## src/rtl/qos_fifo_pkg.sv

```systemverilog
// Shared constants and width/slice helpers for the per-VC FIFO controllers.
package qos_fifo_pkg;
  localparam int DEF_NUM_CH = 4;
  localparam int DEF_DEPTH  = 8;

  // Occupancy must hold 0..depth inclusive, hence depth+1 states.
  function automatic int cnt_w(input int depth);
    return $clog2(depth + 1);
  endfunction

  function automatic int addr_w(input int depth);
    return (depth < 2) ? 1 : $clog2(depth);
  endfunction

  function automatic int lsb(input int idx, input int w);
    return idx * w;
  endfunction
endpackage

```

## src/rtl/qos_fifo_ch_ctrl.sv

```systemverilog
// Single-channel FIFO controller: request qualification, wrapping addresses,
// occupancy, threshold flags and sticky errors.
module qos_fifo_ch_ctrl
  import qos_fifo_pkg::*;
#(
  parameter int DEPTH = DEF_DEPTH,
  parameter int AW    = addr_w(DEPTH),
  parameter int CW    = cnt_w(DEPTH)
) (
  input  logic          clk,
  input  logic          reset,
  input  logic          wr_en,
  input  logic          rd_en,
  input  logic [CW-1:0] full_umbral,
  input  logic [CW-1:0] empty_umbral,
  input  logic          err_clr,
  output logic          wr_ok,
  output logic          rd_ok,
  output logic [AW-1:0] wr_addr,
  output logic [AW-1:0] rd_addr,
  output logic [CW-1:0] count,
  output logic          full,
  output logic          empty,
  output logic          almost_full,
  output logic          almost_empty,
  output logic          overflow_err,
  output logic          underflow_err
);
  // Explicit wrap so non-power-of-two depths never touch addresses >= DEPTH.
  function automatic logic [AW-1:0] inc_addr(input logic [AW-1:0] a);
    return (a == AW'(DEPTH - 1)) ? '0 : a + AW'(1);
  endfunction

  always_comb begin
    full         = (count == CW'(DEPTH));
    empty        = (count == '0);
    almost_full  = (count >= full_umbral);
    almost_empty = (count <= empty_umbral);
    // A read on a full channel frees the slot the write needs; no empty bypass.
    rd_ok        = reset & rd_en & ~empty;
    wr_ok        = reset & wr_en & (~full | rd_en);
  end

  always_ff @(posedge clk) begin
    if (!reset) begin
      count         <= '0;
      wr_addr       <= '0;
      rd_addr       <= '0;
      overflow_err  <= 1'b0;
      underflow_err <= 1'b0;
    end else begin
      if (wr_ok && !rd_ok)      count <= count + CW'(1);
      else if (rd_ok && !wr_ok) count <= count - CW'(1);
      if (wr_ok) wr_addr <= inc_addr(wr_addr);
      if (rd_ok) rd_addr <= inc_addr(rd_addr);
      // Set has priority over clear.
      overflow_err  <= (wr_en & ~wr_ok) | (overflow_err  & ~err_clr);
      underflow_err <= (rd_en & ~rd_ok) | (underflow_err & ~err_clr);
    end
  end
endmodule

```

## src/rtl/qos_fifo_ctrl.sv

```systemverilog
// Multi-VC FIFO controller: one independent channel controller per VC plus
// an OR-reduced almost_full for arbiter backpressure.
module qos_fifo_ctrl
  import qos_fifo_pkg::*;
#(
  parameter int NUM_CH = DEF_NUM_CH,
  parameter int DEPTH  = DEF_DEPTH,
  parameter int AW     = addr_w(DEPTH),
  parameter int CW     = cnt_w(DEPTH)
) (
  input  logic                 clk,
  input  logic                 reset,
  input  logic [NUM_CH-1:0]    wr_en,
  input  logic [NUM_CH-1:0]    rd_en,
  input  logic [NUM_CH*CW-1:0] full_umbral,
  input  logic [NUM_CH*CW-1:0] empty_umbral,
  input  logic [NUM_CH-1:0]    err_clr,
  output logic [NUM_CH-1:0]    wr_ok,
  output logic [NUM_CH-1:0]    rd_ok,
  output logic [NUM_CH*AW-1:0] wr_addr,
  output logic [NUM_CH*AW-1:0] rd_addr,
  output logic [NUM_CH*CW-1:0] count,
  output logic [NUM_CH-1:0]    full,
  output logic [NUM_CH-1:0]    empty,
  output logic [NUM_CH-1:0]    almost_full,
  output logic [NUM_CH-1:0]    almost_empty,
  output logic [NUM_CH-1:0]    overflow_err,
  output logic [NUM_CH-1:0]    underflow_err,
  output logic                 any_almost_full
);
  for (genvar i = 0; i < NUM_CH; i++) begin : g_ch
    qos_fifo_ch_ctrl #(.DEPTH(DEPTH), .AW(AW), .CW(CW)) u_ch (
      .clk          (clk),
      .reset        (reset),
      .wr_en        (wr_en[i]),
      .rd_en        (rd_en[i]),
      .full_umbral  (full_umbral[lsb(i, CW) +: CW]),
      .empty_umbral (empty_umbral[lsb(i, CW) +: CW]),
      .err_clr      (err_clr[i]),
      .wr_ok        (wr_ok[i]),
      .rd_ok        (rd_ok[i]),
      .wr_addr      (wr_addr[lsb(i, AW) +: AW]),
      .rd_addr      (rd_addr[lsb(i, AW) +: AW]),
      .count        (count[lsb(i, CW) +: CW]),
      .full         (full[i]),
      .empty        (empty[i]),
      .almost_full  (almost_full[i]),
      .almost_empty (almost_empty[i]),
      .overflow_err (overflow_err[i]),
      .underflow_err(underflow_err[i])
    );
  end

  assign any_almost_full = |almost_full;
endmodule

```

## config.mk

```make
export PLATFORM = sky130hd
export DESIGN_NAME = qos_fifo_ctrl
export DESIGN_NICKNAME = d
export VERILOG_FILES = /design/src/rtl/qos_fifo_pkg.sv /design/src/rtl/qos_fifo_ch_ctrl.sv /design/src/rtl/qos_fifo_ctrl.sv
export SDC_FILE = /design/constraint.sdc
export NUM_CORES = 1
export LEC_CHECK = 0
export ABC_AREA = 1
export ABC_CLOCK_PERIOD_IN_PS = 5340
export CAP_MARGIN = 25
export CORE_ASPECT_RATIO = 1.2
export CORE_MARGIN = 5
export CORE_UTILIZATION = 52
export DETAILED_ROUTE_END_ITERATION = 8
export PLACE_DENSITY = 0.88
export SLEW_MARGIN = 40
export SYNTH_ARGS = -nofsm -noshare
export SYNTH_HDL_FRONTEND = slang
export SYNTH_SLANG_ARGS = --single-unit
```

## constraint.sdc

```tcl
create_clock -name clk -period 5.34 [get_ports clk]
set_clock_uncertainty 0.05 [all_clocks]
set_input_delay 1.068 -clock clk [delete_from_list [all_inputs] [get_ports clk]]
set_output_delay 1.068 -clock clk [all_outputs]
set_load 0.02 [all_outputs]
```

==> Word level (Yosys, flattened, before mapping) <==
Index checks and enable logic that the tools add are counted.
{ "word_totals": {"register_bits": 48} }
{ "op_classes": {"addsub": 16, "magnitude_cmp": 8, "eq_ne": 12, "n_mux": 16, "bitwise": 64, "n_reduce_logical": 25} }
{ "op_table": {"columns": ["operator", "count"], "rows": [
  ["$and 1x1->1", 32],
  ["$mux 4", 8],
  ["$add 3x1->3 const B", 8],
  ["$eq 3x3->1 const B", 8],
  ["$mux 3", 8],
  ["$not 1->1", 20],
  ["$add 4x1->4 const B", 4],
  ["$eq 4x4->1 const B", 4],
  ["$ge 4x4->1", 4],
  ["$le 4x4->1", 4],
  ["$logic_not 4->1", 4],
  ["$sub 4x1->4 const B", 4],
  ["$or 1x1->1", 12],
  ["$logic_and 1x1->1", 8],
  ["$logic_not 1->1", 8],
  ["$reduce_bool 2->1", 4],
  ["$reduce_or 4->1", 1]
]} }

==> Logic depth before layout (Yosys ltp) <==
Gate-level depths: netlist of the first run.
{ "logic_depth": {"ltp_word": 8, "depth_mapped": 15, "ltp_nobuf": 15} }

==> By module <==
Synthesis of the first run repeated with hierarchy kept, for this count alone.
{ "hier_totals": {"hier_cells": 487, "hier_area_um2": 3609.7} }
{ "modules_own_cells": {"columns": ["module", "instances", "cells_per_inst", "area_per_inst_um2", "seq_area_each_um2"], "rows": [
  ["qos_fifo_ch_ctrl", 4, 121, 899.6, 240.2],
  ["qos_fifo_ctrl", 1, 3, 11.3, 0.0]
]} }

==> Worst setup path before layout of the first run <==
No wires, ideal clock.
{ "synth_timing": {"kind": "input-to-output", "start": "in full_umbral[11]", "end": "out any_almost_full", "arrival_time_ns": 1.852, "t_required_ns": 4.222, "path_slack_ns": 2.370, "path_stages": 8, "n_path_buf": 0, "path_cell_list": "inv_1 ha_1 nand2_1 inv_1 nand3_1 nand3_1 nor2_1 nand2_1"} }
{ "synth_between": {"elab_chain_len": 2} }
{ "synth_rtl": {"columns": ["item", "line_no", "source"], "rows": [
  ["from (decl)", "qos_fifo_ctrl.sv:15", "input logic [NUM_CH*CW-1:0] full_umbral,"],
  ["$ge 4x4->1", "qos_fifo_ch_ctrl.sv:37", "almost_full = (count >= full_umbral);"],
  ["net g_ch[2].u_ch.almost_full", "qos_fifo_ch_ctrl.sv:24", "output logic almost_full,"],
  ["$reduce_or 4->1", "qos_fifo_ctrl.sv:54", "assign any_almost_full = |almost_full;"],
  ["to (decl)", "qos_fifo_ctrl.sv:29", "output logic any_almost_full"]
]} }
The timed path passes the listed nets, and every way through them passes these cells.

==> Worst setup path in the final report of the first run <==
{ "layout_timing": {"start": "in full_umbral[5]", "end": "out any_almost_full"} }
{ "layout_between": {"elab_chain_len": 2} }
{ "layout_rtl": {"columns": ["item", "line_no"], "rows": [
  ["$ge 4x4->1", "qos_fifo_ch_ctrl.sv:37"],
  ["$reduce_or 4->1", "qos_fifo_ctrl.sv:54"]
]} }
No other way between the ends.

==> metrics, run 1 <==
die area=0.00923 mm^2; nets=731; synth top area cells=dfxtp_1 25%, ha_1 19%, inv_1 9.6%; post-route DRC violation count=0; DRT antenna net count=0; Fmax=245 MHz; cell area after synthesis=0.00385 mm^2; Port Buf Inserts=118; I/O pins=119; r2r endpoint=g_ch[3].u_ch.count[3]; Area Overhead vs Synth=28.2%; # diodes=0; share of power burned in registers=0.315; CTS tree=done; class of the worst hold path=flip-flop to flip-flop; vias per cell=5.01; row cnt=34; Num CTS Buffers=5; final hold vios=0; first-pass GRT wire length=15200 um; share of layout cells above drive strength 1=0.0691; combinational power share=0.514; clk buf depth=2; most frequent cells in the layout=117 x clkdlybuf4s50_1, 98 x inv_1, 98 x nand2_1; DR vias=3567; FF-to-FF path depth=14; endpoints failing setup=0; syn avg cell area=7.23 um^2; flop-to-flop setup slack=3.07 ns; critical path endpoint=any_almost_full; Setup TNS Final=0 ns; kind of critical path=primary input to primary output; post-synthesis sequential area ratio=0.250; Slew @ Worst Pin=0.665 ns; Req. time, crit path=4.22 ns; CTS Sinks=48; Cells after Synth=533; leak pwr=2.57 nW; fin crit share=0.763; CTS Root Cell=clkbuf_8; die width=88.6 um; crit path DAT=2.96 ns; status=completed; vias in the first global route=3628; crit path launch=full_umbral[5]; Int Pwr=0.892 mW; DRT Pass-1 Iters=6; GP Congestion=0.825; sw frac=0.410; total gr overflow=0; Slew headroom=0.557; DRT iter0 DRCs=74; Max Cap Viol=0; Post-DP Area=0.00483 mm^2; Yosys top cell area share=0.250; cell taking the most area after synthesis=dfxtp_1; hold buffers post-CTS=0; post-CTS setup repair buffer count=0; placed insts=704; PD cells=306 mW/mm^2; Slew Limit Fails=0; synth unique cells=28; hpwl dp=7460 um; synthesis warning total=0; reg2reg start=g_ch[3].u_ch.count[3]; core area=0.00723 mm^2; number of H-tree levels=2; CTS resizes=0; P_sw=0.620 mW; Max FO, Critical Path=2; Clock Power Share=0.172; fin crit period=4.08 ns; Post-Syn Nets=643; Peak VDD IR=0.000184 V; fin util=0.683; final wirelength=9010 um; Clk pin slew, worst setup/hold paths=0.09 ns; non-filler cells, final=712; GRT Total Usage=0.198; WL/cell=12.7 um; clk_lat worst skew=0.29 ns; CP startpoint kind=primary input; commonest non-fill, non-tap cell in the layout=clkdlybuf4s50_1; Die Ht=104 um; largest net degree at the start of global routing=31; Initial Util=0.533; initial antenna violation count=0; RSZ-0062 raised after global routing=false; design area=0.00494 mm^2; Critical Path Sink Type=primary output; FF+latch count, synth=48
[registers in the layout, indices dropped and copies added (netlist names)]
| name | cells |
|---|---|
| g_ch.u_ch.count | 16 |
| g_ch.u_ch.underflow_err | 4 |
| g_ch.u_ch.wr_addr | 12 |
| g_ch.u_ch.overflow_err | 4 |
| g_ch.u_ch.rd_addr | 12 |
[layer usage]
layer | GRT usage | part of all wire | routed length, um
met5 | 0 | 0 | 0
met4 | 0.0540 | 0.018 | 163
met3 | 0.0388 | 0.069 | 624
met2 | 0.368 | 0.51 | 4610
met1 | 0.221 | 0.40 | 3610
[worst max-delay path, stage by stage]
cell             delay (ns)
clkdlybuf4s50_1        0.47
inv_1                  0.05
ha_1                   0.29
inv_1                  0.04
o21bai_1               0.12
nand2_1                0.06
nand3_1                0.12
nor2_1                 0.06
nand2_1                0.07
clkdlybuf4s50_1        0.61
[final cells by class]
cell class | count | area, um^2
clock buffers | 6 | 72.6
clock inverters | 2 | 35.0
fillers | 609 | 2300
inverters | 110 | 413
multi-input cells | 337 | 2160
flip-flops and latches | 48 | 961
well taps | 90 | 113
repair buffers | 119 | 1180
[kinds of logic (layout without fill, tap and decap cells)]
logic type / Yosys count / in the layout / share of synthesized area
xor gates and xnor gates: 6 / 6 / 0.0136
buffers and inverters: 148 / 237 / 0.190
DFF: 48 / 48 / 0.250
and+or+nand+nor: 201 / 201 / 0.243
AOI/OAI and AO/OA: 66 / 66 / 0.0877
adders and majority gates: 64 / 64 / 0.216
[Yosys cell counts]
cell type / n
clkbuf_8: 1
nand3_4: 2
nor3_1: 1
buf_4: 32
ha_1: 60
inv_1: 98
buf_6: 4
nor2_1: 37
nor2_2: 4
nand4_2: 1
buf_12: 1
nor2_4: 1
fa_1: 4
o21bai_1: 3
dfxtp_1: 48
or2_2: 2
nand2_1: 98
nor4_1: 3
nand3_2: 9
o21ai_1: 4
xor2_1: 5
xnor2_1: 1
nand3_1: 39
a21oi_1: 35
o21ai_0: 24
inv_2: 12
nand4_1: 1
nand2_2: 3
[power by group through the flow]
stage | sequential (mW) | combinational, mW | clock, mW
CTS | 0.477 | 0.784 | 0.268
global route | 0.487 | 0.864 | 0.280
finish | 0.476 | 0.777 | 0.260
floorplan | 0.514 | 0.503 | 0
global placement | 0.482 | 0.746 | 0
detailed placement | 0.485 | 0.780 | 0
[per-stage QoR]
| stage | hold slack [ns] | power [mW] | setup WS [ns] |
|---|---|---|---|
| detailed placement | 0.415 | 1.26 | 1.27 |
| finish | 0.426 | 1.51 | 1.26 |
| floorplan | 0.391 | 1.02 | 2.37 |
| CTS | 0.431 | 1.53 | 1.25 |
| global placement | 0.403 | 1.23 | 1.28 |
| global route | 0.450 | 1.63 | 1.14 |
[how the worst min path moves through the flow]
stage / end / startpoint / cells past startpoint / slack, ns
floorplan: g_ch[0].u_ch.underflow_err / g_ch[0].u_ch.underflow_err / 2 / 0.39
global placement: g_ch[1].u_ch.underflow_err / g_ch[1].u_ch.underflow_err / 2 / 0.40
detailed placement: g_ch[3].u_ch.underflow_err / g_ch[3].u_ch.underflow_err / 2 / 0.42
CTS: g_ch[3].u_ch.underflow_err / g_ch[3].u_ch.underflow_err / 2 / 0.43
global route: g_ch[3].u_ch.underflow_err / g_ch[3].u_ch.underflow_err / 2 / 0.45
finish: g_ch[3].u_ch.underflow_err / g_ch[3].u_ch.underflow_err / 2 / 0.43
No activity file was read; power rests on OpenSTA's default activity.
==> inputs of run 2 (changes only) <==
- ABC_CLOCK_PERIOD_IN_PS: 5340 -> 3600
- CORE_UTILIZATION: 52 -> 43
- PLACE_DENSITY: 0.88 -> 0.78
- clock period: 5.34 -> 3.6 ns (I/O delays scaled with it)
==> run 2 against run 1 <==
  * Power rose by 51%
  * Final area rose by 1.5%
  * Critical path type unchanged
  * Die area rose by 19%
==> metrics, run 2 (synthesis gave the netlist of run 1 again) <==
Fmax=292 MHz; leak pwr=2.59 nW (+0.92%); vias per cell=4.77 (-4.8%); post-route DRC violation count=0 (unchanged); Initial Util=0.445 (-0.0877); Max Cap Viol=0 (unchanged); Slew Limit Fails=0 (unchanged); Biggest register=g_ch.u_ch.count; clk_lat worst skew=0.30 ns (about the same); final wirelength=9330 um (+3.6%); share of layout cells above drive strength 1=0.0752 (+0.00607); class of the worst hold path=flip-flop to flip-flop; endpoints failing setup=0 (unchanged); DP Worst Slack=0.150 ns (-1.12 ns); die width=96.4 um (+8.8%); max FFs per register=16 (unchanged); reg2reg start=g_ch[0].u_ch.count[3]; die area=0.0110 mm^2 (+19%); fin util=0.579 (-0.104); Clk pin slew, worst setup/hold paths=0.09 ns (about the same); crit path launch=full_umbral[15]; Critical Path Sink Type=primary output; status=completed; PD cells=457 mW/mm^2 (+49%); Setup TNS Final=0 ns (unchanged); hold buffers post-CTS=0 (unchanged); post-CTS setup repair buffer count=0 (unchanged); Largest regs=g_ch.u_ch.count (16), g_ch.u_ch.rd_addr (12), g_ch.u_ch.wr_addr (12); Port Buf Inserts=118 (unchanged); kind of critical path=primary input to primary output; GP Congestion=0.790 (-4.2%); DRT antenna net count=0 (unchanged); commonest non-fill, non-tap cell in the layout=clkdlybuf4s50_1; Req. time, crit path=2.83 ns (-1.39 ns); total power=2.29 mW (+51%); total gr overflow=0 (unchanged); fin crit period=3.43 ns; WL/cell=12.6 um (-0.61%); first-pass GRT wire length=15400 um (+1.1%); fin crit share=0.953; clk buf depth=2 (unchanged); number of H-tree levels=2 (unchanged); CTS Root Cell=clkbuf_8; flop-to-flop setup slack=1.31 ns (-1.76 ns); nets=734 (+0.41%); GRT Total Usage=0.172 (-0.0259); r2r endpoint=g_ch[0].u_ch.count[3]; fillers=838 (+38%); I/O pins=119 (unchanged); CTS resizes=0 (unchanged); final hold vios=0 (unchanged); critical path endpoint=any_almost_full; initial antenna violation count=0 (unchanged); Final WS setup=0.171 ns (-1.09 ns); Die Ht=114 um (+9.0%); Max FO, Critical Path=2 (unchanged); # diodes=0 (unchanged); Peak VDD IR=0.000201 V (+9.7%); FF-to-FF path depth=13 (-1); most frequent cells in the layout=117 x clkdlybuf4s50_1, 98 x inv_1, 98 x nand2_1; core area=0.00866 mm^2 (+20%); RSZ-0062 raised after global routing=false; hpwl dp=7740 um (+3.8%); CP startpoint kind=primary input; crit path DAT=2.66 ns (-0.30 ns); DR vias=3538 (-0.81%); DRT Pass-1 Iters=5 (-1); Hold Path Origin=g_ch[0].u_ch.underflow_err; Slew headroom=0.698 (+0.141); Num CTS Buffers=5 (unchanged); largest net degree at the start of global routing=19 (-39%); Slew @ Worst Pin=0.453 ns (-0.212 ns); DRT iter0 DRCs=68 (-8.1%); CTS Sinks=48 (unchanged); row cnt=37 (+8.8%); vias in the first global route=3515 (-3.1%); CTS tree=done; Area Overhead vs Synth=30.1%
-- run 2: cell count changes in the layout (fill, tap and decap cells not counted) --
cell      before  now
buf_4          1    4
clkbuf_1       1    0
clkbuf_8       5    7
clkinv_2       1    0
-- run 2: where the power goes --
| part | internal, mW | total (mW) | switching (mW) |
|---|---|---|---|
| Sequential | 0.597 | 0.707 | 0.110 |
| Combinational | 0.522 | 1.15 | 0.630 |
| Clock | 0.245 | 0.428 | 0.183 |
-- run 2: worst max-delay path, cell delays in order --
cell             delay (ns)
clkdlybuf4s50_1        0.45
inv_1                  0.04
ha_1                   0.29
nand2_1                0.07
inv_1                  0.05
nand3_1                0.07
nand3_1                0.11
nor2_1                 0.19
nand2_1                0.10
clkdlybuf4s50_1        0.55
-- run 2: metal layers --
metal / track usage / vias up / routed length (um)
li1: - / 1836 / -
met1: 0.188 / 1595 / 3740
met2: 0.321 / 96 / 4830
met3: 0.0422 / 11 / 620
met4: 0.0468 / 0 / 135
met5: 0 / - / 0
-- run 2: final cells by class --
type,count,area [um^2],share of cell area
flip-flops and latches,48,961,0.192
clock inverters,1,30.0,0.00599
inverters,110,413,0.0824
clock buffers,7,96.3,0.0192
multi-input cells,337,2160,0.431
repair buffers,122,1210,0.241
well taps,117,146,0.0292
-- run 2: how the worst min path moves through the flow --
stage / end / slack, ns / cells after the start
final: g_ch[0].u_ch.underflow_err / 0.42 / 2
after global routing: g_ch[0].u_ch.underflow_err / 0.44 / 2
after CTS: g_ch[0].u_ch.underflow_err / 0.42 / 2
after detailed placement: g_ch[0].u_ch.underflow_err / 0.41 / 2
after global placement: g_ch[1].u_ch.underflow_err / 0.40 / 2
after floorplan: g_ch[0].u_ch.underflow_err / 0.39 / 2
-- run 2: stage by stage --
stage	instances	hold WS [ns]	cell area (um^2)
2_1_floorplan	533	0.391	3850
3_3_place_gp	734	0.403	4880
3_5_place_dp	734	0.408	4880
4_1_cts	742	0.421	5010
5_1_grt	742	0.437	5010
6_report	742	0.419	5010
